<file path="src/rtl/wordle_pkg.sv">
// Shared types for the word-guessing engine: letter indices, per-position
// feedback codes and the controller state encoding.
package wordle_pkg;

    typedef logic [4:0] letter_t;

    localparam letter_t LETTER_MAX = 5'd25;

    localparam letter_t LETTER_A = 5'd0,  LETTER_B = 5'd1,  LETTER_C = 5'd2,  LETTER_D = 5'd3;
    localparam letter_t LETTER_E = 5'd4,  LETTER_F = 5'd5,  LETTER_G = 5'd6,  LETTER_H = 5'd7;
    localparam letter_t LETTER_I = 5'd8,  LETTER_J = 5'd9,  LETTER_K = 5'd10, LETTER_L = 5'd11;
    localparam letter_t LETTER_M = 5'd12, LETTER_N = 5'd13, LETTER_O = 5'd14, LETTER_P = 5'd15;
    localparam letter_t LETTER_Q = 5'd16, LETTER_R = 5'd17, LETTER_S = 5'd18, LETTER_T = 5'd19;
    localparam letter_t LETTER_U = 5'd20, LETTER_V = 5'd21, LETTER_W = 5'd22, LETTER_X = 5'd23;
    localparam letter_t LETTER_Y = 5'd24, LETTER_Z = 5'd25;

    typedef enum logic [1:0] {
        FB_NONE    = 2'b00,
        FB_ABSENT  = 2'b01,
        FB_PRESENT = 2'b10,
        FB_EXACT   = 2'b11
    } fb_t;

    typedef enum logic [2:0] {
        S_IDLE,
        S_ENTRY,
        S_SCORE_EXACT,
        S_SCORE_PRESENT,
        S_CHECK,
        S_WIN,
        S_LOSE
    } state_t;

    // Packs a four-letter word with its first letter in the LSBs.
    function automatic logic [19:0] word4(letter_t a, letter_t b, letter_t c, letter_t d);
        return {d, c, b, a};
    endfunction

endpackage

</file>
<file path="src/rtl/wordle_word_rom.sv">
// Combinational dictionary: index -> packed word (letter 0 in the LSBs).
// Four-letter words come from a fixed list; other lengths use a generated pattern.
module wordle_word_rom
    import wordle_pkg::*;
#(
    parameter int WORD_LEN  = 4,
    parameter int NUM_WORDS = 20
) (
    input  logic [$clog2(NUM_WORDS)-1:0] idx_i,
    output logic [5*WORD_LEN-1:0]        word_o
);

    function automatic logic [5*WORD_LEN-1:0] gen_word(input int idx);
        logic [5*WORD_LEN-1:0] w;
        w = '0;
        for (int p = 0; p < WORD_LEN; p++) begin
            w[5*p +: 5] = 5'((idx * 7 + p * 5 + 1) % 26);
        end
        return w;
    endfunction

    generate
        if (WORD_LEN == 4) begin : g_fixed
            localparam logic [19:0] WORDS [20] = '{
                word4(LETTER_C, LETTER_O, LETTER_D, LETTER_E),
                word4(LETTER_L, LETTER_O, LETTER_V, LETTER_E),
                word4(LETTER_F, LETTER_L, LETTER_I, LETTER_P),
                word4(LETTER_B, LETTER_O, LETTER_O, LETTER_K),
                word4(LETTER_S, LETTER_T, LETTER_A, LETTER_R),
                word4(LETTER_G, LETTER_A, LETTER_M, LETTER_E),
                word4(LETTER_J, LETTER_U, LETTER_M, LETTER_P),
                word4(LETTER_W, LETTER_A, LETTER_V, LETTER_E),
                word4(LETTER_F, LETTER_I, LETTER_S, LETTER_H),
                word4(LETTER_K, LETTER_I, LETTER_N, LETTER_G),
                word4(LETTER_Z, LETTER_E, LETTER_R, LETTER_O),
                word4(LETTER_Q, LETTER_U, LETTER_I, LETTER_Z),
                word4(LETTER_M, LETTER_O, LETTER_O, LETTER_N),
                word4(LETTER_T, LETTER_R, LETTER_E, LETTER_E),
                word4(LETTER_B, LETTER_L, LETTER_U, LETTER_E),
                word4(LETTER_D, LETTER_U, LETTER_C, LETTER_K),
                word4(LETTER_H, LETTER_A, LETTER_L, LETTER_F),
                word4(LETTER_N, LETTER_E, LETTER_S, LETTER_T),
                word4(LETTER_R, LETTER_O, LETTER_C, LETTER_K),
                word4(LETTER_Y, LETTER_A, LETTER_R, LETTER_D)
            };

            always_comb begin
                if (int'(idx_i) < 20) begin
                    word_o = WORDS[idx_i];
                end else begin
                    word_o = gen_word(int'(idx_i));
                end
            end
        end else begin : g_generated
            always_comb begin
                word_o = gen_word(int'(idx_i));
            end
        end
    endgenerate

endmodule

</file>
<file path="src/rtl/wordle_engine.sv">
// Word-guessing game controller: letter entry, two-pass Wordle scoring with
// duplicate accounting, and win/lose tracking against a ROM-selected secret.
module wordle_engine
    import wordle_pkg::*;
#(
    parameter int WORD_LEN    = 4,
    parameter int MAX_GUESSES = 6,
    parameter int NUM_WORDS   = 20
) (
    input  logic                            clk,
    input  logic                            reset,
    input  logic                            enter,
    input  logic [4:0]                      letter_in,
    input  logic                            word_force,
    input  logic [$clog2(NUM_WORDS)-1:0]    word_force_idx,
    output logic [5*WORD_LEN-1:0]           guess_flat,
    output logic [$clog2(WORD_LEN+1)-1:0]   entry_pos,
    output logic [2*WORD_LEN-1:0]           feedback,
    output logic [3:0]                      guess_count,
    output logic                            busy,
    output logic                            bad_letter,
    output logic                            win,
    output logic                            lose,
    output logic [5*WORD_LEN-1:0]           secret_flat
);

    localparam int IW = $clog2(NUM_WORDS);
    localparam int PW = $clog2(WORD_LEN + 1);
    localparam int KW = $clog2(WORD_LEN);

    localparam logic [IW-1:0] SEL_LAST = IW'(NUM_WORDS - 1);
    localparam logic [PW-1:0] POS_LAST = PW'(WORD_LEN - 1);
    localparam logic [PW-1:0] POS_FULL = PW'(WORD_LEN);
    localparam logic [KW-1:0] K_LAST   = KW'(WORD_LEN - 1);
    localparam logic [3:0]    GC_MAX   = 4'(MAX_GUESSES);

    state_t              state_q, state_d;
    logic                enter_q;
    logic [IW-1:0]       sel_cnt_q, sel_cnt_d;
    letter_t             secret_q [WORD_LEN];
    letter_t             secret_d [WORD_LEN];
    letter_t             guess_q  [WORD_LEN];
    letter_t             guess_d  [WORD_LEN];
    fb_t                 fb_q     [WORD_LEN];
    fb_t                 fb_d     [WORD_LEN];
    logic [WORD_LEN-1:0] exact_q, exact_d;
    logic [WORD_LEN-1:0] used_q, used_d;
    logic [KW-1:0]       k_q, k_d;
    logic [PW-1:0]       entry_pos_q, entry_pos_d;
    logic [3:0]          guess_count_q, guess_count_d;
    logic                bad_q, bad_d;

    logic                strobe;
    logic                found;
    logic [IW-1:0]       force_idx;
    logic [IW-1:0]       rom_idx;
    logic [5*WORD_LEN-1:0] rom_word;

    assign strobe    = enter & ~enter_q;
    assign force_idx = IW'(int'(word_force_idx) % NUM_WORDS);
    assign rom_idx   = word_force ? force_idx : sel_cnt_q;

    wordle_word_rom #(
        .WORD_LEN  (WORD_LEN),
        .NUM_WORDS (NUM_WORDS)
    ) u_rom (
        .idx_i  (rom_idx),
        .word_o (rom_word)
    );

    always_comb begin
        state_d       = state_q;
        sel_cnt_d     = (sel_cnt_q == SEL_LAST) ? '0 : sel_cnt_q + IW'(1);
        secret_d      = secret_q;
        guess_d       = guess_q;
        fb_d          = fb_q;
        exact_d       = exact_q;
        used_d        = used_q;
        k_d           = k_q;
        entry_pos_d   = entry_pos_q;
        guess_count_d = guess_count_q;
        bad_d         = 1'b0;
        found         = 1'b0;

        case (state_q)
            S_IDLE: begin
                if (strobe) begin
                    for (int i = 0; i < WORD_LEN; i++) begin
                        secret_d[i] = rom_word[5*i +: 5];
                    end
                    guess_d       = '{default: '0};
                    fb_d          = '{default: FB_NONE};
                    entry_pos_d   = '0;
                    guess_count_d = '0;
                    state_d       = S_ENTRY;
                end
            end

            S_ENTRY: begin
                if (strobe) begin
                    if (letter_in <= LETTER_MAX) begin
                        // Previous guess's feedback stays visible until a new guess begins.
                        if (entry_pos_q == '0) begin
                            fb_d = '{default: FB_NONE};
                        end
                        guess_d[entry_pos_q[KW-1:0]] = letter_in;
                        if (entry_pos_q == POS_LAST) begin
                            entry_pos_d = POS_FULL;
                            state_d     = S_SCORE_EXACT;
                        end else begin
                            entry_pos_d = entry_pos_q + PW'(1);
                        end
                    end else begin
                        bad_d = 1'b1;
                    end
                end
            end

            S_SCORE_EXACT: begin
                for (int i = 0; i < WORD_LEN; i++) begin
                    exact_d[i] = (guess_q[i] == secret_q[i]);
                end
                used_d  = exact_d;
                k_d     = '0;
                state_d = S_SCORE_PRESENT;
            end

            S_SCORE_PRESENT: begin
                // Each secret letter may justify at most one 'present' mark.
                if (exact_q[k_q]) begin
                    fb_d[k_q] = FB_EXACT;
                end else begin
                    for (int j = 0; j < WORD_LEN; j++) begin
                        if (!found && !used_q[j] && (secret_q[j] == guess_q[k_q])) begin
                            found     = 1'b1;
                            used_d[j] = 1'b1;
                        end
                    end
                    fb_d[k_q] = found ? FB_PRESENT : FB_ABSENT;
                end
                if (k_q == K_LAST) begin
                    state_d = S_CHECK;
                end else begin
                    k_d = k_q + KW'(1);
                end
            end

            S_CHECK: begin
                guess_count_d = (guess_count_q == 4'hF) ? guess_count_q : guess_count_q + 4'd1;
                if (&exact_q) begin
                    state_d = S_WIN;
                end else if (guess_count_d == GC_MAX) begin
                    state_d = S_LOSE;
                end else begin
                    entry_pos_d = '0;
                    state_d     = S_ENTRY;
                end
            end

            S_WIN, S_LOSE: begin
                if (strobe) begin
                    secret_d      = '{default: '0};
                    guess_d       = '{default: '0};
                    fb_d          = '{default: FB_NONE};
                    entry_pos_d   = '0;
                    guess_count_d = '0;
                    state_d       = S_IDLE;
                end
            end

            default: state_d = S_IDLE;
        endcase
    end

    always_ff @(posedge clk or posedge reset) begin
        if (reset) begin
            state_q       <= S_IDLE;
            enter_q       <= 1'b0;
            sel_cnt_q     <= '0;
            secret_q      <= '{default: '0};
            guess_q       <= '{default: '0};
            fb_q          <= '{default: FB_NONE};
            exact_q       <= '0;
            used_q        <= '0;
            k_q           <= '0;
            entry_pos_q   <= '0;
            guess_count_q <= '0;
            bad_q         <= 1'b0;
        end else begin
            state_q       <= state_d;
            enter_q       <= enter;
            sel_cnt_q     <= sel_cnt_d;
            secret_q      <= secret_d;
            guess_q       <= guess_d;
            fb_q          <= fb_d;
            exact_q       <= exact_d;
            used_q        <= used_d;
            k_q           <= k_d;
            entry_pos_q   <= entry_pos_d;
            guess_count_q <= guess_count_d;
            bad_q         <= bad_d;
        end
    end

    logic reveal;
    assign reveal = (state_q == S_WIN) || (state_q == S_LOSE);

    generate
        for (genvar gi = 0; gi < WORD_LEN; gi++) begin : g_out
            assign guess_flat[5*gi +: 5]  = guess_q[gi];
            assign feedback[2*gi +: 2]    = fb_q[gi];
            assign secret_flat[5*gi +: 5] = reveal ? secret_q[gi] : 5'd0;
        end
    endgenerate

    assign entry_pos   = entry_pos_q;
    assign guess_count = guess_count_q;
    assign busy        = (state_q == S_SCORE_EXACT) || (state_q == S_SCORE_PRESENT);
    assign bad_letter  = bad_q;
    assign win         = (state_q == S_WIN);
    assign lose        = (state_q == S_LOSE);

endmodule

</file>
<file path="config.mk">
export PLATFORM = sky130hd
export DESIGN_NAME = wordle_engine
export DESIGN_NICKNAME = d
export VERILOG_FILES = /design/src/rtl/wordle_pkg.sv /design/src/rtl/wordle_word_rom.sv /design/src/rtl/wordle_engine.sv
export SDC_FILE = /design/constraint.sdc
export NUM_CORES = 1
export LEC_CHECK = 0
export BUFFER_PORTS_ARGS = -buffer_cell sky130_fd_sc_hd__buf_4
export CELL_PAD_IN_SITES_DETAIL_PLACEMENT = 1
export CELL_PAD_IN_SITES_GLOBAL_PLACEMENT = 1
export CORE_AREA = 2 2 144 146
export DETAILED_ROUTE_END_ITERATION = 10
export DIE_AREA = 0 0 146 148
export PLACE_DENSITY_LB_ADDON = 0.1
export SLEW_MARGIN = 20
export SYNTH_ARGS = -nofsm -noshare
export SYNTH_HDL_FRONTEND = slang
export SYNTH_HIERARCHICAL = 1
export SYNTH_SLANG_ARGS = --single-unit
</file>
<file path="constraint.sdc">
create_clock -name clk -period 13 [get_ports clk]
set_input_delay 1.95 -clock clk [delete_from_list [all_inputs] [get_ports clk]]
set_output_delay 1.95 -clock clk [all_outputs]
set_load 0.005 [all_outputs]
</file>
==> results.cfg, run 1 <==
[power]
pwr-share-comb = 0.764
p_int_uw = 1390
p_clk_frac = 0.078
p_seq_frac = 0.158
irDropWorstVdd_v = 0.000189
total_power_uw = 3100
pwr_density_cell_nw_per_um2 = 285
p_sw_frac = 0.550
p_switching_uw = 1710
power_leakage_uw = 0.00460

[global_route]
grt_max_degree = 76
grt_overflow = 0
grt_pass1_vias = 10500
grt_usage = 0.314
grt_pass1_wl_um = 55700
antenna_found_initial = 0

[cells_and_area]
multi_input_area_um2 = 7610
num_antenna_cells = 0
utilization = 0.542
regArea_um2 = 1880
final_nets = 1375
drive_gt1_frac = 0.129
areaGrowthSynthToFinish_pct = 9.64
fill_cells = 2553

[clock_network]
postCtsSetupRepairBufs = 0
postCtsResizedCells = 0
cts_tree = yes
ctsHoldBuffers = 0
clk_path_buf_depth = 2
numCtsBuffers = 9
clkLatencyLatePin_ns = 0.34
htreeDepth = 3
clk_pin_slew_worst_paths_ns = 0.07
root_buffer = clkbuf_16
cts_sinks = 75

[synth]
synth.yosys.seq_area_share = 0.189
synth_edf_count = 0
synth_fp_nets = 1346
yosys.cell_count.top_type = nand2_1
async_flop_share = 1.00
synth_common_cells = nand2_1, nor2_1, a21oi_1
yosys-top-cells-area = dfrtp_1, ha_1, nand2_1, xnor2_1, a21oi_1
syn_inst = 1281
ys_ff_latch = 75
yosysTopAreaCellShare = 0.189
yosys_most_used_dff = dfrtp_1
yosys_warnings = 6
syn_avg_cell_area_um2 = 7.74
syn_area_um2 = 9910
yosysUniqueCellTypes = 115
synth_top_cell_by_area = dfrtp_1

[worst_setup_path]
timing.rr.start = sel_cnt_q[2]
cp.arrival_ns = 10.72
cpMostUsedCell = ha_1
cp.required_ns = 13.29
crit_path_start = word_force_idx[3]
criticalPathCategory = input pin to flip-flop
critPathSlowestCell = o31a_1
start_kind = input pin
cp_max_fo = 31
critPathMaxStageDelay_ns = 0.68
critPathCaptureType = flip-flop

[flow_run]
drv_cap = 0

[floorplan]
num_rows = 52
die_w_um = 146
core_area_um2 = 20000
start_util = 0.495
dieArea_um2 = 21600
fp.dieH_um = 148
io_pins = 73

[sta]
slew_violations = 0
hold_ws_ns = 0.526
finClkSkew_ns = 0.0141
post-route-min-period_ns = 10.43
tns_ns = 0
setup_viol = 0
fmax_mhz = 95.9
min_period_over_period = 0.802
rsz0062_at_grt = false
finalHoldViolCount = 0
relSlewSlack = 0.239
tightest_slew_ns = 1.13

[place]
gp_congestion = 0.921
hpwl_um = 25800
io_buffers = 72

[detailed_routing]
dr.pass1.iters = 5
via_per_inst = 6.50
wl_per_cell_um = 21.5
ant_nets = 0
drtIter0Drc = 594
dr_total_vias = 10300
drcViolationCount = 0
drt-total-wl_um = 34100

[outcome]
status = finished clean

[min_path]
hp-class = flip-flop to flip-flop
hold_start = exact_q[0]
-- worst max-delay path: cells and delay by family --
| family | cells | cell delay [ns] |
|---|---|---|
| compound gates | 9 | 2.85 |
| xor+xnor | 2 | 0.46 |
| fa+ha+maj | 6 | 2.16 |
| buf+inv | 3 | 0.56 |
| mux | 1 | 0.32 |
| simple gates | 9 | 2.38 |
-- area by class of cell --
cell class,count,area share
sequential,75,0.173
multi-input combinational,1103,0.700
clock buffer,9,0.0207
tap,270,0.0311
clock inverter,7,0.00529
inverter,38,0.0131
timing repair buffer,83,0.0573
-- through the flow --
| step | area [µm²] | std cells | worst slack [ns] |
|---|---|---|---|
| final | 10900 | 1585 | 2.57 |
| after global routing | 10900 | 1585 | 1.87 |
| after CTS | 10900 | 1585 | 2.66 |
| after detailed placement | 10600 | 1569 | 2.32 |
| after global placement | 10600 | 1569 | 2.80 |
| after floorplan | 9910 | 1281 | 3.24 |
-- power by group through the flow --
stage / logic [µW] / registers (µW) / clock network [µW]
floorplan: 1800 / 412 / 0
global placement: 2250 / 484 / 0
detailed placement: 2320 / 491 / 0
CTS: 2340 / 486 / 245
global route: 2610 / 502 / 256
finish: 2370 / 489 / 242
-- per-layer routing --
metal	part of all wire	vias to the layer above	global-route usage
met1	0.43	5054	0.393
li1	-	4856	-
met5	0	-	0
met2	0.48	298	0.547
met4	0.039	0	0.136
met3	0.044	87	0.0392
-- sequential cells by signal, indices dropped and copies added, names as in the netlist --
register	count
guess_flat	20
secret_q	20
feedback	8
sel_cnt_q	5
exact_q	4
guess_count	4
used_q	4
entry_pos	3
state_q	3
k_q	2
bad_letter	1
enter_q	1
-- final timing paths --
kind	to	slack, ns	cells past startpoint
hold reg to reg	exact_q[0]	0.53	2
setup / recovery	secret_q[3]	2.57	30
min in group asynchronous	sel_cnt_q[2]	1.91	3
max in group asynchronous	entry_pos[1]	10.41	3
setup reg to reg	secret_q[3]	4.61	26
hold / removal	exact_q[0]	0.53	2
-- cell usage in the layout (no fill, tap or decap), types with 15 or more instances in the layout --
master,count
xor2_1,30
buf_4,83
a21oi_1,87
mux2i_1,22
and2_1,36
o21a_1,21
ha_1,46
nand2_1,135
nor3_1,39
inv_1,30
o21ai_0,79
nand3_1,50
o211ai_1,23
xnor2_1,56
a32o_1,16
a31oi_1,15
nor2_1,108
a21o_1,16
dfrtp_1,75
-- cell families (layout without fill, tap and decap cells) --
logic type	after synthesis	after routing	synth area share
buffers and inverters	103	137	0.0445
multiplexers	37	37	0.0476
XOR/XNOR	91	91	0.0866
adder cells (fa/ha/maj)	56	56	0.0732
AO/OA/AOI/OAI	435	435	0.315
AND/OR/NAND/NOR	484	484	0.243
flip-flops	75	75	0.189
Note: power is estimated with default switching activity, not from simulation.
==> run 2: changes to the inputs <==
--- a/config.mk
+++ b/config.mk
@@ -8,9 +8,9 @@
 export BUFFER_PORTS_ARGS = -buffer_cell sky130_fd_sc_hd__buf_4
 export CELL_PAD_IN_SITES_DETAIL_PLACEMENT = 1
 export CELL_PAD_IN_SITES_GLOBAL_PLACEMENT = 1
-export CORE_AREA = 2 2 144 146
+export CORE_AREA = 2 2 149 151
 export DETAILED_ROUTE_END_ITERATION = 10
-export DIE_AREA = 0 0 146 148
+export DIE_AREA = 0 0 151 153
 export PLACE_DENSITY_LB_ADDON = 0.1
 export SLEW_MARGIN = 20
 export SYNTH_ARGS = -nofsm -noshare
==> constraint.sdc (replaced) <==
create_clock -name clk -period 9.7 [get_ports clk]
set_input_delay 1.455 -clock clk [delete_from_list [all_inputs] [get_ports clk]]
set_output_delay 1.455 -clock clk [all_outputs]
set_load 0.005 [all_outputs]
==> results.cfg, run 2 (synthesis gave the netlist of run 1 again) <==
[outcome]
status = finished clean

[clock_network]
clk_pin_slew_worst_paths_ns = 0.07
postCtsSetupRepairBufs = 0
clkLatencyLatePin_ns = 0.34
numCtsBuffers = 9
ctsHoldBuffers = 0
cts_tree = yes
postCtsResizedCells = 0
htreeDepth = 3
root_buffer = clkbuf_16
clk_path_buf_depth = 2
cts_sinks = 75

[global_route]
use_met3 = 0.0242
grt_use_met1 = 0.397
grt_max_degree = 76
grt_usage = 0.298
busiest_layer = met2
grt_pass1_wl_um = 56200
grt_pass1_vias = 10200
grt_overflow = 0
antenna_found_initial = 0
met2_usage = 0.516

[min_path]
hp-class = flip-flop to flip-flop

[sta]
min_period_over_period = 0.925
fmax_mhz = 111
finClkSkew_ns = 0.0110
tns_ns = 0
tightest_slew_ns = 1.11
rsz0062_at_grt = false
setup_viol = 0
slew_violations = 0
relSlewSlack = 0.254
final.setup.worst_slack_ns = 0.724
post-route-min-period_ns = 8.98
finalHoldViolCount = 0

[flow_run]
drv_cap = 0

[worst_setup_path]
cpMostUsedCell = ha_1
critPathCaptureType = flip-flop
cp_num_buf_inv = 2
cp.required_ns = 9.98
start_kind = input pin
criticalPathCategory = input pin to flip-flop
critPathMaxStageDelay_ns = 0.52
cp.arrival_ns = 9.26
cp_top_family = simple AND/OR/NAND/NOR gates
cp_max_fo = 9
critPathSlowestCell = or4_1

[floorplan]
die_w_um = 151
core_area_um2 = 21500
fp.dieH_um = 153
num_rows = 54
start_util = 0.461
dieArea_um2 = 23100
io_pins = 73

[detailed_routing]
dr_total_vias = 10300
drcViolationCount = 0
wl_per_cell_um = 21.4
drt-total-wl_um = 34500
drtIter0Drc = 689
via_per_inst = 6.38
dr.pass1.iters = 5
ant_nets = 0

[power]
pwr_density_cell_nw_per_um2 = 378
irDropWorstVdd_v = 0.000284
power_leakage_uw = 0.00469

[cells_and_area]
drive_gt1_frac = 0.139
final_cell_mix = nand2_1, nor2_1, buf_4
num_antenna_cells = 0
final_nets = 1391
layout_commonest_cell = nand2_1
areaGrowthSynthToFinish_pct = 11.1

[place]
io_buffers = 72
hpwl_um = 26300
place_ws_ns = 0.401
gp_congestion = 0.945
[run 2: cell type report]
cell class	instances	area, µm²
timing repair buffer	99	743
inverter	38	143
fill	2689	10500
clock buffer	9	225
multi-input combinational	1103	7610
sequential	75	1880
clock inverter	7	70.1
tap	280	350
[run 2: power by group]
group	total, µW	switching (µW)	leakage, µW	internal, µW
Clock	333	153	0.000141	180
Sequential	657	223	0.000977	434
Combinational	3180	1900	0.00357	1280
[run 2: worst register-to-register path, cell delays in order (launching register included)]
cell	delay, ns
dfrtp_1	0.47
nor2_1	0.11
a21oi_2	0.34
fa_1	0.48
ha_1	0.40
and3_2	0.27
o21ai_0	0.36
nand2_1	0.13
ha_1	0.25
xnor3_1	0.45
nor2_1	0.09
a21oi_1	0.14
ha_1	0.25
nand3_1	0.08
mux2_2	0.32
o21a_1	0.23
or4_1	0.52
and2_1	0.26
and4_4	0.23
o41ai_2	0.44
o211ai_1	0.26
xnor2_1	0.34
inv_1	0.10
ha_1	0.20
or3_1	0.37
a31oi_1	0.16
nand3_1	0.09
nand2_1	0.08
[run 2: path summary, 6_finish.rpt]
path	start	to	slack [ns]	depth (start not counted)
max	word_force_idx[3]	secret_q[3]	0.72	31
min	sel_cnt_q[0]	sel_cnt_q[0]	0.50	1
max reg2reg	sel_cnt_q[2]	secret_q[3]	2.22	27
min reg2reg	sel_cnt_q[0]	sel_cnt_q[0]	0.50	1
max in group asynchronous	reset	enter_q	7.61	3
min in group asynchronous	reset	secret_q[16]	1.41	3
[run 2: per-layer routing]
metal / vias to the layer above / wire, µm / share of wire
met1: 5063 / 15200 / 0.44
met3: 55 / 1400 / 0.041
met5: - / 0 / 0
li1: 4889 / - / -
met2: 274 / 17100 / 0.49
met4: 0 / 850 / 0.025
[run 2: through the flow]
step	total power, µW	hold slack [ns]	cells	util	instance area (µm²)
global placement	3700	0.479	1595	0.499	10700
finish	4170	0.498	1611	0.513	11000
global route	4540	0.522	1611	0.513	11000
CTS	4150	0.496	1611	0.513	11000
floorplan	2970	0.451	1281	-	9910
detailed placement	3790	0.487	1595	0.499	10700
==> run 3: changes to the inputs <==
--- a/config.mk
+++ b/config.mk
@@ -8,12 +8,12 @@
 export BUFFER_PORTS_ARGS = -buffer_cell sky130_fd_sc_hd__buf_4
 export CELL_PAD_IN_SITES_DETAIL_PLACEMENT = 1
 export CELL_PAD_IN_SITES_GLOBAL_PLACEMENT = 1
-export CORE_AREA = 2 2 149 151
+export CORE_AREA = 2 2 143 145
 export DETAILED_ROUTE_END_ITERATION = 10
-export DIE_AREA = 0 0 151 153
+export DIE_AREA = 0 0 145 147
+export GPL_ROUTABILITY_DRIVEN = 1
 export PLACE_DENSITY_LB_ADDON = 0.1
 export SLEW_MARGIN = 20
 export SYNTH_ARGS = -nofsm -noshare
 export SYNTH_HDL_FRONTEND = slang
-export SYNTH_HIERARCHICAL = 1
 export SYNTH_SLANG_ARGS = --single-unit
==> results.cfg, run 3 <==
[cells_and_area]
fill_cells = 2451
final_cell_mix = nand2_1, buf_4, nor2_1
multi_input_area_um2 = 6850
drive_gt1_frac = 0.145
num_antenna_cells = 0
final_nets = 1285
areaGrowthSynthToFinish_pct = 12.9
regArea_um2 = 1880
layout_commonest_cell = nand2_1

[place]
io_buffers = 72
gp_congestion = 0.950
hpwl_um = 24700

[sta]
fmax_mhz = 109
rsz0062_at_grt = false
tightest_slew_ns = 1.01
finalHoldViolCount = 0
post-route-min-period_ns = 9.18
tns_ns = 0
relSlewSlack = 0.310
setup_viol = 0
slew_violations = 0
min_period_over_period = 0.947
finClkSkew_ns = 0.00633

[synth]
yosys.cell_count.top_type = nand2_1
synth_top_cell_by_area = dfrtp_1
synth_edf_count = 0
syn_avg_cell_area_um2 = 7.85
ys_ff_latch = 75
async_flop_share = 1.00
synth_common_cells = nand2_1, nor2_1, a21oi_1
yosys-top-cells-area = dfrtp_1, xnor2_1, ha_1, a21oi_1, o21ai_0
syn_inst = 1161
synth.yosys.seq_area_share = 0.206
yosys_most_used_dff = dfrtp_1
synth_fp_nets = 1226
yosysUniqueCellTypes = 104
yosysTopAreaCellShare = 0.206
yosys_warnings = 0
syn_area_um2 = 9120

[worst_setup_path]
cp_top_family = compound AO/OA/AOI/OAI gates
cp.arrival_ns = 9.37
cp.required_ns = 9.89
cp_max_fo = 21
crit_path_start = word_force_idx[3]
critPathCaptureType = flip-flop
timing.rr.start = sel_cnt_q[0]
critPathSlowestCell = o311ai_2
critPathMaxStageDelay_ns = 0.51
cp_num_buf_inv = 5
criticalPathCategory = input pin to flip-flop
cpMostUsedCell = ha_1
start_kind = input pin

[global_route]
grt_pass1_wl_um = 52100
grt_max_degree = 76
grt_usage = 0.298
antenna_found_initial = 0
grt_pass1_vias = 9592
grt_overflow = 0

[detailed_routing]
via_per_inst = 6.31
wl_per_cell_um = 21.4
drtIter0Drc = 470
drcViolationCount = 0
ant_nets = 0
dr.pass1.iters = 5
dr_total_vias = 9426
drt-total-wl_um = 32000

[floorplan]
dieArea_um2 = 21300
io_pins = 73
num_rows = 52
core_area_um2 = 19800
die_w_um = 145
start_util = 0.459
fp.dieH_um = 147

[clock_network]
numCtsBuffers = 9
cts_tree = yes
clk_pin_slew_worst_paths_ns = 0.06
cts_sinks = 75
root_buffer = clkbuf_16
clkLatencyLatePin_ns = 0.34
htreeDepth = 3
clk_path_buf_depth = 2

[power]
pwr_density_cell_nw_per_um2 = 394
power_leakage_uw = 0.00435
irDropWorstVdd_v = 0.000160
total_power_uw = 4050

[outcome]
status = finished clean

[flow_run]
drv_cap = 0

[min_path]
hp-class = flip-flop to flip-flop
hold_start = feedback[7]
-- run 3: logic make-up (layout without fill, tap and decap cells) --
group | Yosys count | in the layout | synth area share
buffers and inverters | 98 | 162 | 0.0436
xor gates and xnor gates | 98 | 98 | 0.0988
AOI/OAI and AO/OA | 407 | 407 | 0.312
DFF | 75 | 75 | 0.206
muxes | 30 | 30 | 0.0435
adders and majority gates | 55 | 55 | 0.0769
and+or+nand+nor | 398 | 398 | 0.219
-- run 3: final timing paths --
kind                       slack [ns]  depth (start not counted)           end
setup / recovery                 0.52                         33   secret_q[9]
hold / removal                   0.50                          1   feedback[7]
setup reg to reg                 1.74                         27   secret_q[9]
hold reg to reg                  0.50                          1   feedback[7]
max in group asynchronous        7.63                          3  secret_q[18]
min in group asynchronous        1.39                          3       enter_q
-- run 3: final cells by class --
cell class,instances,share of cell area
flip-flops and latches,75,0.182
multi-input cells,988,0.666
well taps,270,0.0328
clock buffers,10,0.0232
clock inverters,6,0.00705
repair buffers,98,0.0715
inverters,48,0.0175
-- run 3: power breakdown --
group / internal (µW) / switching, µW / leakage, µW
sequential: 433 / 205 / 0.000963
clock: 209 / 141 / 0.000150
combinational: 1260 / 1810 / 0.00323
total: 1900 / 2160 / 0.00435
-- run 3: routing by layer --
metal	up-vias	track usage	share of wire
met4	0	0.129	0.041
met3	79	0.0342	0.040
met5	-	0	0
met2	270	0.521	0.49
met1	4636	0.374	0.43
li1	4441	-	-
-- run 3: repair_timing --
item / in CTS / in global routing
hold buffers: 0 / 0
resized for setup: 0 / 1
setup buffers: 0 / 0
setup endpoints to repair: 0 / 3
-- run 3: worst reg2reg max path: stages (launching register included) --
cell      delay [ns]
dfrtp_1         0.42
nor2b_1         0.22
nor2_2          0.44
inv_2           0.28
fa_1            0.61
ha_1            0.22
fa_1            0.47
buf_4           0.21
or2_2           0.33
o311ai_2        0.51
o21ai_0         0.30
nand2_1         0.21
a21oi_1         0.08
a31o_2          0.25
ha_1            0.29
nand2b_1        0.19
a21oi_1         0.19
o22ai_1         0.12
a31oi_2         0.40
and2_1          0.28
o221ai_1        0.13
or3_1           0.50
mux2_1          0.35
and4_1          0.26
a21boi_0        0.16
nor3_2          0.14
xnor2_1         0.14
o21ai_1         0.10
-- run 3: metrics by stage --
step                      worst slack [ns]  utilization  hold WS (ns)  cells  instance area, µm²
after floorplan                      0.268            -         0.446   1161                9120
after global placement               0.455        0.503         0.483   1479                9970
after detailed placement             0.280        0.503         0.489   1479                9970
after CTS                            0.589        0.518         0.506   1495               10300
after global routing                0.0493        0.519         0.533   1495               10300
final                                0.515        0.519         0.499   1495               10300
